## config.mk

```make
export PLATFORM = sky130hd
export DESIGN_NAME = rf_wport_arbiter
export DESIGN_NICKNAME = d
export VERILOG_FILES = /design/src/rtl/rf_wport_arbiter_pkg.sv /design/src/rtl/rf_wport_arbiter_scoreboard.sv /design/src/rtl/rf_wport_arbiter.sv
export SDC_FILE = /design/constraint.sdc
export NUM_CORES = 1
export LEC_CHECK = 0
export CORE_UTILIZATION = 39
export CTS_CLUSTER_DIAMETER = 30
export CTS_CLUSTER_SIZE = 25
export DETAILED_ROUTE_END_ITERATION = 8
export GPL_TIMING_DRIVEN = 0
export PLACE_DENSITY = 0.78
export SYNTH_ARGS = -nofsm -noshare
export SYNTH_HDL_FRONTEND = slang
export SYNTH_SLANG_ARGS = --single-unit
```

## constraint.sdc

```tcl
create_clock -name clk_i -period 2.6 [get_ports clk_i]
set_clock_uncertainty 0.15 [all_clocks]
set_input_delay 0.39 -clock clk_i [delete_from_list [all_inputs] [get_ports clk_i]]
set_output_delay 0.39 -clock clk_i [all_outputs]
set_load 0.005 [all_outputs]
```

## src/rtl/rf_wport_arbiter_pkg.sv

```systemverilog
// rf_wport_arbiter_pkg: shared constants and arbiter state encoding
package rf_wport_arbiter_pkg;
  localparam int REG_ADDR_W = 5;
  localparam int REG_DATA_W = 32;
  localparam logic [REG_ADDR_W-1:0] REG_ZERO = 5'd0;
  typedef enum logic {ARB_IDLE = 1'b0, ARB_FORCE = 1'b1} arb_state_e;
endpackage

```

## src/rtl/rf_wport_arbiter_scoreboard.sv

```systemverilog
// rf_scoreboard: busy bits for in-flight LLU destinations with issue and hazard lookups
module rf_scoreboard #(
  parameter int ADDR_W = 5,
  parameter int NREG = 32
) (
  input  logic              clk_i,
  input  logic              rst_i,
  input  logic              issue_i,
  input  logic [ADDR_W-1:0] issue_rd_i,
  output logic              issue_ready_o,
  input  logic              commit_i,
  input  logic [ADDR_W-1:0] commit_rd_i,
  input  logic [ADDR_W-1:0] dec_rs_i,
  input  logic [ADDR_W-1:0] dec_rt_i,
  input  logic [ADDR_W-1:0] dec_rd_i,
  input  logic              dec_rd_valid_i,
  output logic              hazard_o
);
  logic [NREG-1:0] busy, set_mask, clr_mask;
  assign issue_ready_o = rst_i & ~busy[issue_rd_i];
  assign set_mask = (issue_i & issue_ready_o) ? NREG'(1) << issue_rd_i : '0;
  assign clr_mask = commit_i ? NREG'(1) << commit_rd_i : '0;
  assign hazard_o = rst_i & (busy[dec_rs_i] | busy[dec_rt_i] | (dec_rd_valid_i & busy[dec_rd_i]));
  // set after clear so a same-cycle issue wins; r0 is never tracked
  always_ff @(posedge clk_i)
    busy <= !rst_i ? '0 : ((busy & ~clr_mask) | set_mask) & ~NREG'(1);
endmodule

```

## src/rtl/rf_wport_arbiter.sv

```systemverilog
// rf_wport_arbiter: shares the register-file write port between WB and the long-latency unit
module rf_wport_arbiter
  import rf_wport_arbiter_pkg::*;
#(
  parameter int DATA_W = REG_DATA_W,
  parameter int ADDR_W = REG_ADDR_W,
  parameter int NREG = 2 ** ADDR_W,
  parameter int STARVE_LIMIT = 4
) (
  input  logic              clk_i,
  input  logic              rst_i,
  input  logic              wb_we_i,
  input  logic [ADDR_W-1:0] wb_rd_i,
  input  logic [DATA_W-1:0] wb_data_i,
  output logic              wb_hold_o,
  input  logic              llu_valid_i,
  input  logic [ADDR_W-1:0] llu_rd_i,
  input  logic [DATA_W-1:0] llu_data_i,
  output logic              llu_ready_o,
  input  logic              issue_i,
  input  logic [ADDR_W-1:0] issue_rd_i,
  output logic              issue_ready_o,
  input  logic [ADDR_W-1:0] dec_rs_i,
  input  logic [ADDR_W-1:0] dec_rt_i,
  input  logic [ADDR_W-1:0] dec_rd_i,
  input  logic              dec_rd_valid_i,
  output logic              hazard_o,
  output logic              rf_we_o,
  output logic [ADDR_W-1:0] rf_rd_o,
  output logic [DATA_W-1:0] rf_data_o
);
  localparam int CNT_W = $clog2(STARVE_LIMIT + 1);
  arb_state_e state, state_n;
  logic [CNT_W-1:0] wait_cnt, wait_n;
  logic wb_busy, forcing, use_llu, starve, to_force;
  assign wb_busy = wb_we_i & (wb_rd_i != ADDR_W'(REG_ZERO));
  assign forcing = state == ARB_FORCE;
  assign wb_hold_o = rst_i & forcing;
  assign llu_ready_o = rst_i & llu_valid_i & (forcing | ~wb_busy);
  assign use_llu = llu_valid_i & (forcing | ~wb_busy);
  assign starve = rst_i & ~forcing & llu_valid_i & wb_busy;
  assign to_force = starve & (int'(wait_cnt) + 1 >= STARVE_LIMIT - 1);
  assign rf_we_o = rst_i & (use_llu ? llu_rd_i != ADDR_W'(REG_ZERO) : ~forcing & wb_busy);
  assign rf_rd_o = !rst_i ? '0 : use_llu ? llu_rd_i : wb_rd_i;
  assign rf_data_o = !rst_i ? '0 : use_llu ? llu_data_i : wb_data_i;
  // FORCE lasts exactly one cycle: the LLU either commits or has dropped valid
  always_comb begin
    state_n = forcing ? ARB_IDLE : to_force ? ARB_FORCE : ARB_IDLE;
    wait_n = (starve & ~to_force) ? wait_cnt + CNT_W'(1) : '0;
  end
  // arbiter state and starvation counter
  always_ff @(posedge clk_i) begin
    state <= !rst_i ? ARB_IDLE : state_n;
    wait_cnt <= !rst_i ? '0 : wait_n;
  end
  rf_scoreboard #(.ADDR_W(ADDR_W), .NREG(NREG)) u_sb (
    .clk_i(clk_i), .rst_i(rst_i),
    .issue_i(issue_i), .issue_rd_i(issue_rd_i), .issue_ready_o(issue_ready_o),
    .commit_i(llu_ready_o), .commit_rd_i(llu_rd_i),
    .dec_rs_i(dec_rs_i), .dec_rt_i(dec_rt_i), .dec_rd_i(dec_rd_i),
    .dec_rd_valid_i(dec_rd_valid_i), .hazard_o(hazard_o)
  );
endmodule

```

* After elaboration in Yosys (flattened, before gate mapping)
Index checks and enable logic that the tools add are counted.
Cells by class: $add $sub $neg 2, order comparisons 5, shifts and indexed selects 2, multiplexer cells 16, bitwise operators 27, reductions and logical operators 4
Operators with widths (count):
- 2-to-1 mux 32 bit | 4
- left shift 1 x 5 -> 32 bit, first input constant | 2
- AND 32 bit | 1
- inverter 32 bit | 1
- OR 32 bit | 1
- less-than comparator 5 x 6 -> 1 bit, second input constant | 4
- binary-select mux 1 bit (select 5 bit) | 4
- AND 1 bit | 16
- 2-to-1 mux 5 bit | 2
- nonzero test 5 bit | 2
- 2-to-1 mux 1 bit | 6
- inverter 1 bit | 5
- adder 3 x 1 -> 4 bit, second input constant | 1
- >= comparator 4 x 2 -> 1 bit, second input constant | 1
- adder 3 x 1 -> 3 bit, second input constant | 1
- OR 1 bit | 3
- AND reduction 2 bit | 1
- OR reduction 2 bit | 1
Storage, ports and cells: bits in registers 35, bits of input ports 100, logic and storage cells 59

* Depth between registers and ports, before layout
Gate-level depths: netlist of the first run.
word-level depth 9, mapped depth 7

* Cells and area by module
Synthesis of the first run repeated with hierarchy kept, for this count alone.
Second synthesis, totals: cells, all modules 413, area total of the unflattened synthesis 3482.1 um2
Modules (own cells, without submodules):
- rf_scoreboard | times used 1, cells each 261, area an instance 2497.4 um2
- rf_wport_arbiter | times used 1, cells each 152, area an instance 984.7 um2

* Worst setup path before layout of the first run
OpenSTA, ideal clock, no wires.
kind input -> output, start in dec_rd_i[1], end out hazard_o, arrival 2056 ps, path slack 4 ps, stages on the path 6, path buffers 1, cells stage by stage clkbuf_1 > mux4_2 > mux2i_1 > nand3b_1 > and4_1 > a221o_1
Between the ends: word-level cells in the longest chain between the ends 5
RTL lines:
- start, declared | RTL line rf_wport_arbiter.sv:25 | input logic [ADDR_W-1:0] dec_rd_i,
- binary-select mux 1 bit (select 5 bit) | RTL line rf_wport_arbiter_scoreboard.sv:23 | assign hazard_o = rst_i & (busy[dec_rs_i] | busy[dec_rt_i] | (dec_rd_valid_i & busy[dec_rd_i]));
- 2-to-1 mux 1 bit (implied by the code) | RTL line rf_wport_arbiter_scoreboard.sv:23
- AND 1 bit | RTL line rf_wport_arbiter_scoreboard.sv:23
- OR 1 bit | RTL line rf_wport_arbiter_scoreboard.sv:23
- AND 1 bit | RTL line rf_wport_arbiter_scoreboard.sv:23
- end, declared | RTL line rf_wport_arbiter.sv:27 | output logic hazard_o,
Every way passes these cells. The select of a mux whose other input is x is not followed.

* Final worst setup path of the first run
start reg u_sb.busy[11], end out issue_ready_o
Between the ends: word-level cells in the longest chain between the ends 4
RTL lines:
- start, declared | RTL line rf_wport_arbiter_scoreboard.sv:19 | logic [NREG-1:0] busy, set_mask, clr_mask;
- start signal, assigned | RTL line rf_wport_arbiter_scoreboard.sv:26 | busy <= !rst_i ? '0 : ((busy & ~clr_mask) | set_mask) & ~NREG'(1);
- binary-select mux 1 bit (select 5 bit) | RTL line rf_wport_arbiter_scoreboard.sv:20 | assign issue_ready_o = rst_i & ~busy[issue_rd_i];
- 2-to-1 mux 1 bit (implied by the code) | RTL line rf_wport_arbiter_scoreboard.sv:20
- inverter 1 bit | RTL line rf_wport_arbiter_scoreboard.sv:20
- AND 1 bit | RTL line rf_wport_arbiter_scoreboard.sv:20
- end, declared | RTL line rf_wport_arbiter.sv:22 | output logic issue_ready_o,
Every way passes these cells. The select of a mux whose other input is x is not followed.

==> results_dict.tcl, run 1 <==
set metrics [dict create \
    status "complete, but fails checks" \
    violations "negative setup slack" \
    pwr_density_cell_nw_per_um2 312 \
    holdPathStages 1 \
    gp_congestion 0.906 \
    p_int_mw 1.13 \
    numPortBuffers 128 \
    wl_mm 12.9 \
    area_growth_pct 53.4 \
    cp_max_fo 5 \
    post-route-min-period_ps 2660 \
    cap_violations 0 \
    grt_use_met2_pct 52.6 \
    grt_max_degree 11 \
    die_area_sq_um 8860 \
    grt_util_all_layers_pct 29.2 \
    routed_via_density 5.96 \
    grtUsageMet1_pct 34.5 \
    synth-edff-count 0 \
    cts_tree "done" \
    ys_seq_area_share_pct 21.2 \
    stdcell_area_sq_um 5080 \
    worst_pin_slew_ps 540 \
    cts_made_buffers 5 \
    hpwl_mm 9.78 \
    slowest_stage "mux4_2" \
    ioPinCount 142 \
    drcViolationCount 0 \
    avgSynthCellArea_sq_um 8.00 \
    fin_crit_sh_pct 102 \
    max_freq_ghz 0.376 \
    syn_inst 414 \
    drive_gt1_share_pct 29.8 \
    placed_area_sq_um 4720 \
    hold_viol 0 \
    clk_transition_reported_paths_ps 70 \
    busiest_layer "met2" \
    postRouteAntennaNets 0 \
    rsz0062_at_grt "yes" \
    cp_num_cells 4 \
    clkPwrFrac_pct 29.9 \
    switching_share_pct 28.9 \
    cp_cell_sequence "mux4_2, mux4_2, a221oi_2, buf_2" \
    power_frac_seq_pct 35.0 \
    cts_root_buffer "clkbuf_8" \
    grt_util_met3_pct 6.07 \
    grt_pass1_wl_mm 19.9 \
    cp_top_family "multiplexers" \
    num_antenna_cells 0 \
    startpoint_type "register" \
    syn_nets 516 \
    holdCritPathClass "register to register" \
    synthDistinctLibCells 56 \
    worst-path-buf-inv 1 \
    insertion_delay_ps 290 \
    ys_seq_elements 35 \
    num-nets-final 669 \
    p_sw_uw 458 \
    dr.pass1.iters 5 \
    drtIter0Drc 359 \
    worst_path_most_repeated_cell "mux4_2" \
    cts.htree.levels 2 \
    route.vias.total 4005 \
    leakage_nw 2.00 \
    reg2reg_depth 5 \
    dieHeight_um 94.1 \
    synthFlopType "dfxtp_1" \
    grt_pass1_vias 3996 \
    vdd.ir_drop.worst_uv 221 \
    antenna_found_initial 0 \
    critPathKind "register to output port" \
    final-setup-viol-count 2 \
    core-area_sq_um 8220 \
    wl_per_cell_um 19.2 \
    overflow 0 \
    slew_headroom_pct 63.7 \
    die_x_um 94.1 \
    slowest_delay_ps 490 \
    setup_slack_ps -59.8 \
    p_comb_share_pct 35.1 \
    start_util_pct 40.3 \
    cp.required_ps 2060 \
    synthArstFlopShare_pct 0 \
    cp_data_arrival_time_ps 2120 \
    fp-row-count 33 \
    clockBufferDepth 2 \
    yosysWarnings 0 \
    drv_slew 0 \
    end_kind "output port" \
    tns_ps -60.2 \
    cts.sinks 35 \
    syn_area_sq_um 3310 \
]
==> worst reg2reg max path, cell delays in order (launching register included) <==
cell and delay, ps:
dfxtp_1 370, mux4_2 490, mux4_2 490, buf_4 170
or4_4 550, o21ai_1 180
==> layout make-up <==
class	count	area, sq um
Sequential cell	35	722
Buffer	35	299
Clock buffer	6	72.6
Multi-Input combinational cell	339	2580
Inverter	4	15.0
Clock inverter	1	30.0
Tap cell	105	131
Timing Repair Buffer	147	1230
Fill cell	720	3140
==> synth_stat cells, drive strengths merged, types with 10 or more instances <==
| cell | number | area [sq um] |
|---|---|---|
| a21boi | 38 | 285 |
| a32o | 10 | 100 |
| buf | 10 | 53.8 |
| clkbuf | 26 | 97.6 |
| dfxtp | 35 | 701 |
| mux2i | 13 | 130 |
| mux4 | 23 | 518 |
| nand2 | 105 | 394 |
| nand3 | 10 | 50.1 |
| nor2 | 15 | 56.3 |
| o211ai | 20 | 150 |
| o21ai | 22 | 114 |
==> path summary, 6_finish.rpt <==
path / start / to / slack (ps)
min: wait_cnt[0] / wait_cnt[0] / 360
max: u_sb.busy[11] / issue_ready_o / -60
min reg2reg: wait_cnt[0] / wait_cnt[0] / 360
max reg2reg: u_sb.busy[11] / u_sb.busy[29] / 110
==> state kept, by name (all words and copies together), names as in the netlist <==
signal     flops
forcing        1
u_sb.busy     31
wait_cnt       3
==> stage by stage <==
| stage | util [%] | instances | hold slack [ps] | setup slack (ps) | total power, mW |
|---|---|---|---|---|---|
| floorplan | - | 414 | 280 | 4.39 | 0.783 |
| global placement | 57.5 | 647 | 292 | -1340 | 1.07 |
| detailed placement | 57.5 | 647 | 345 | -1370 | 1.08 |
| CTS | 60.8 | 667 | 360 | 6.28 | 1.56 |
| global route | 61.8 | 672 | 371 | -77.8 | 1.65 |
| finish | 61.8 | 672 | 357 | -59.8 | 1.59 |
==> power by group through the flow <==
stage | sequential (mW) | combinational [mW] | clock (mW)
global route | 0.556 | 0.598 | 0.495
global placement | 0.566 | 0.503 | 0
detailed placement | 0.567 | 0.510 | 0
finish | 0.556 | 0.556 | 0.474
floorplan | 0.562 | 0.222 | 0
CTS | 0.555 | 0.539 | 0.467
==> metal layers <==
metal  wire, um  part of all wire, %
met1       4900                   38
met4        315                  2.4
met3       1050                  8.2
met2       6620                   51
met5          0                    0
==> placed cells by master, fill, tap and decap left out, types with 4 or more instances in the layout <==
cell	count
clkbuf_2	5
a21boi_0	8
a21boi_1	26
buf_4	14
dfxtp_2	17
inv_1	4
o21ai_1	10
nand2b_1	7
dlygate4sd2_1	4
o21ai_0	11
clkdlybuf4s50_1	77
nand3_1	10
a21boi_2	4
and2_1	5
or4_4	4
nand2_2	5
buf_6	8
dfxtp_1	18
mux2_2	4
nand2_1	99
mux2i_1	13
buf_2	46
clkbuf_1	12
clkbuf_8	12
o211ai_1	20
nor2b_1	4
a32o_1	10
nor2_1	15
mux4_2	23
==> logic make-up (layout without fill, tap and decap cells) <==
group,after synthesis,after routing,share of synthesized area (%)
simple gates,181,181,26.2
other cells,1,1,0.113
fa+ha+maj,2,2,0.756
compound gates,114,114,25.5
flops,35,35,21.2
buf+inv,40,193,5.03
mux,41,41,21.3
==> repair_timing <==
action                     4_1_cts  5_1_grt
pin swaps                       20        4
hold buffers                     0        0
gates cloned                     2        0
resized for setup              297       21
setup buffers                   12        5
setup endpoints to repair       48       15
(Power assumes the default switching activity.)
==> inputs of run 2 (changes only) <==
Settings changed: CORE_UTILIZATION 39 to 40, SYNTH_HIERARCHICAL from default to 1.
==> results_dict.tcl, run 2 <==
set metrics [dict create \
    status "completed" \
    drive_gt1_share_pct 18.7 \
    critPathKind "primary input to register" \
    pwr_density_cell_nw_per_um2 287 \
    postRouteAntennaNets 0 \
    ys_seq_area_share_pct 20.1 \
    setup_slack_ps 31.7 \
    stdcell_area_sq_um 5330 \
    cts_hold_buf 0 \
    hold_viol 0 \
    rsz0062_at_grt "yes" \
    grt_util_met3_pct 8.77 \
    leakage_nw 2.28 \
    synthArstFlopShare_pct 0 \
    cp.required_ps 2640 \
    yosysWarnings 6 \
    num_antenna_cells 0 \
    fin_hold_ws_ps 336 \
    dieHeight_um 95.3 \
    drv_slew 0 \
    drtIter0Drc 330 \
    vdd.ir_drop.worst_uv 182 \
    largest_register_ff_count 31 \
    grt_pass1_vias 3964 \
    busiest_layer "met2" \
    worst_pin_slew_ps 566 \
    routed_via_density 5.95 \
    synth-edff-count 0 \
    drcViolationCount 0 \
    die_area_sq_um 9080 \
    cts_root_buffer "clkbuf_8" \
    grtUsageMet1_pct 30.4 \
    num-nets-final 674 \
    dr.pass1.iters 5 \
    end_kind "register" \
    insertion_delay_ps 290 \
    cp_max_fo 6 \
    holdCritPathClass "register to register" \
    syn_area_sq_um 3480 \
    final_common_cell "nand2_1" \
    fin_crit_sh_pct 98.8 \
    grt_util_all_layers_pct 28.7 \
    yosysTopAreaCellShare_pct 20.1 \
    gp_congestion 0.875 \
    synthFlopType "dfxtp_1" \
    grt_max_degree 13 \
    pre_cts_ws_ps -1000 \
    avgSynthCellArea_sq_um 8.43 \
    route.vias.total 4032 \
    post-route-min-period_ps 2570 \
    r2r_setup_slack_ps 570 \
    fp-row-count 33 \
    final_core_util_pct 63.8 \
    cts.htree.levels 2 \
    netlist_top_cells_count "97 x nand2_1, 52 x mux2i_1, 35 x dfxtp_1, 19 x clkbuf_1" \
    hpwl_mm 10.2 \
    yosysMostFrequentCell "nand2_1" \
    synthTopCellsByArea "dfxtp_1 20%, mux2i_1 15%, mux4_2 12%" \
    cts_made_buffers 5 \
    grt_use_met2_pct 51.1 \
    cts_tree "done" \
    start_util_pct 41.7 \
    clk_transition_reported_paths_ps 70 \
    die_x_um 95.3 \
    wl_per_cell_um 18.9 \
    reg2reg_depth 6 \
    cp_data_arrival_time_ps 2610 \
    cp-endpoint "u_sb/busy[20]" \
    numPortBuffers 137 \
    cap_violations 0 \
    slew_headroom_pct 62.3 \
    n_fill_cell 742 \
    finalPower_mw 1.53 \
    max_freq_ghz 0.389 \
    yosysTopAreaCell "dfxtp_1" \
    regToRegEndpoint "u_sb/busy[2]" \
    cts.sinks 35 \
    area_growth_pct 52.9 \
    final-setup-viol-count 0 \
    synthDistinctLibCells 58 \
    cp-startpoint "wb_rd_i[2]" \
    syn_inst 413 \
    placed_area_sq_um 4980 \
    clockBufferDepth 2 \
    syn_nets 515 \
    layout_common_cells "97 x nand2_1, 81 x clkdlybuf4s50_1, 52 x mux2i_1" \
    antenna_found_initial 0 \
    wl_mm 12.8 \
    ys_seq_elements 35 \
    overflow 0 \
    grt_pass1_wl_mm 19.6 \
    core-area_sq_um 8340 \
    ioPinCount 142 \
    startpoint_type "primary input" \
    top_register "u_sb/busy" \
    r2r-start "u_sb/busy[27]" \
    min_from "wait_cnt[0]" \
]
## run 2: worst min path at each step
stage | end | slack (ps) | cells past startpoint
after floorplan | wait_cnt[0] | 300 | 1
after global placement | wait_cnt[0] | 310 | 1
after detailed placement | wait_cnt[0] | 330 | 1
after CTS | wait_cnt[0] | 340 | 1
after global routing | wait_cnt[0] | 360 | 1
final | wait_cnt[0] | 340 | 1
## run 2: final cells by class
class | count | area (sq um) | area share, %
Clock inverter | 3 | 20.0 | 0.376
Clock buffer | 5 | 68.8 | 1.29
Sequential cell | 35 | 713 | 13.4
Timing Repair Buffer | 153 | 1440 | 27.1
Buffer | 33 | 254 | 4.77
Multi-Input combinational cell | 338 | 2670 | 50.2
Tap cell | 105 | 131 | 2.47
Inverter | 6 | 22.5 | 0.423
## run 2: kinds of logic (layout without fill, tap and decap cells)
group / after synthesis / count (layout) / synth area share [%]
AO/OA/AOI/OAI: 80 / 80 / 18.0
adder cells (fa/ha/maj): 2 / 2 / 0.719
buffers and inverters: 40 / 200 / 5.68
flip-flops: 35 / 35 / 20.1
multiplexers: 78 / 78 / 30.5
other: 1 / 1 / 0.108
AND/OR/NAND/NOR: 177 / 177 / 24.9
## run 2: layer usage
layer / wire (um) / share of wire (%)
met3: 1240 / 9.7
met4: 473 / 3.7
met1: 4640 / 36
met2: 6490 / 51
met5: 0 / 0
## run 2: power breakdown
group          total [mW]  leakage [nW]  internal [mW]  switching [mW]
Combinational       0.584          1.95          0.324           0.260
Sequential          0.553         0.287          0.543          0.0106
Clock               0.392        0.0402          0.186           0.206
Total                1.53          2.28           1.05           0.476
## run 2: critical path, stage by stage
cell             delay, ps
clkdlybuf4s50_1        470
or4_4                  460
o21ai_2                180
and3_4                 230
nand3_1                270
nor2_2                 250
nand2_1                 90
a32o_1                 270
## run 2: stage by stage
stage / instances / setup TNS (ps)
final: 678 / 0
after CTS: 675 / -220
after floorplan: 413 / 0
after global placement: 655 / -21730
after detailed placement: 655 / -24140
after global routing: 678 / -51.3
## run 2: repair_timing
item / 4_1_cts / 5_1_grt
endpoints found under the setup margin: 57 / 30
setup buffers: 13 / 3
gates resized for setup: 103 / 39
pin swaps: 2 / 5
==> inputs of run 3 (changes only) <==
Settings changed: HOLD_SLACK_MARGIN from default to 0.03.
==> results of run 3 <==
Same layout as run 2: the final DEF is identical, and so are final timing and power.
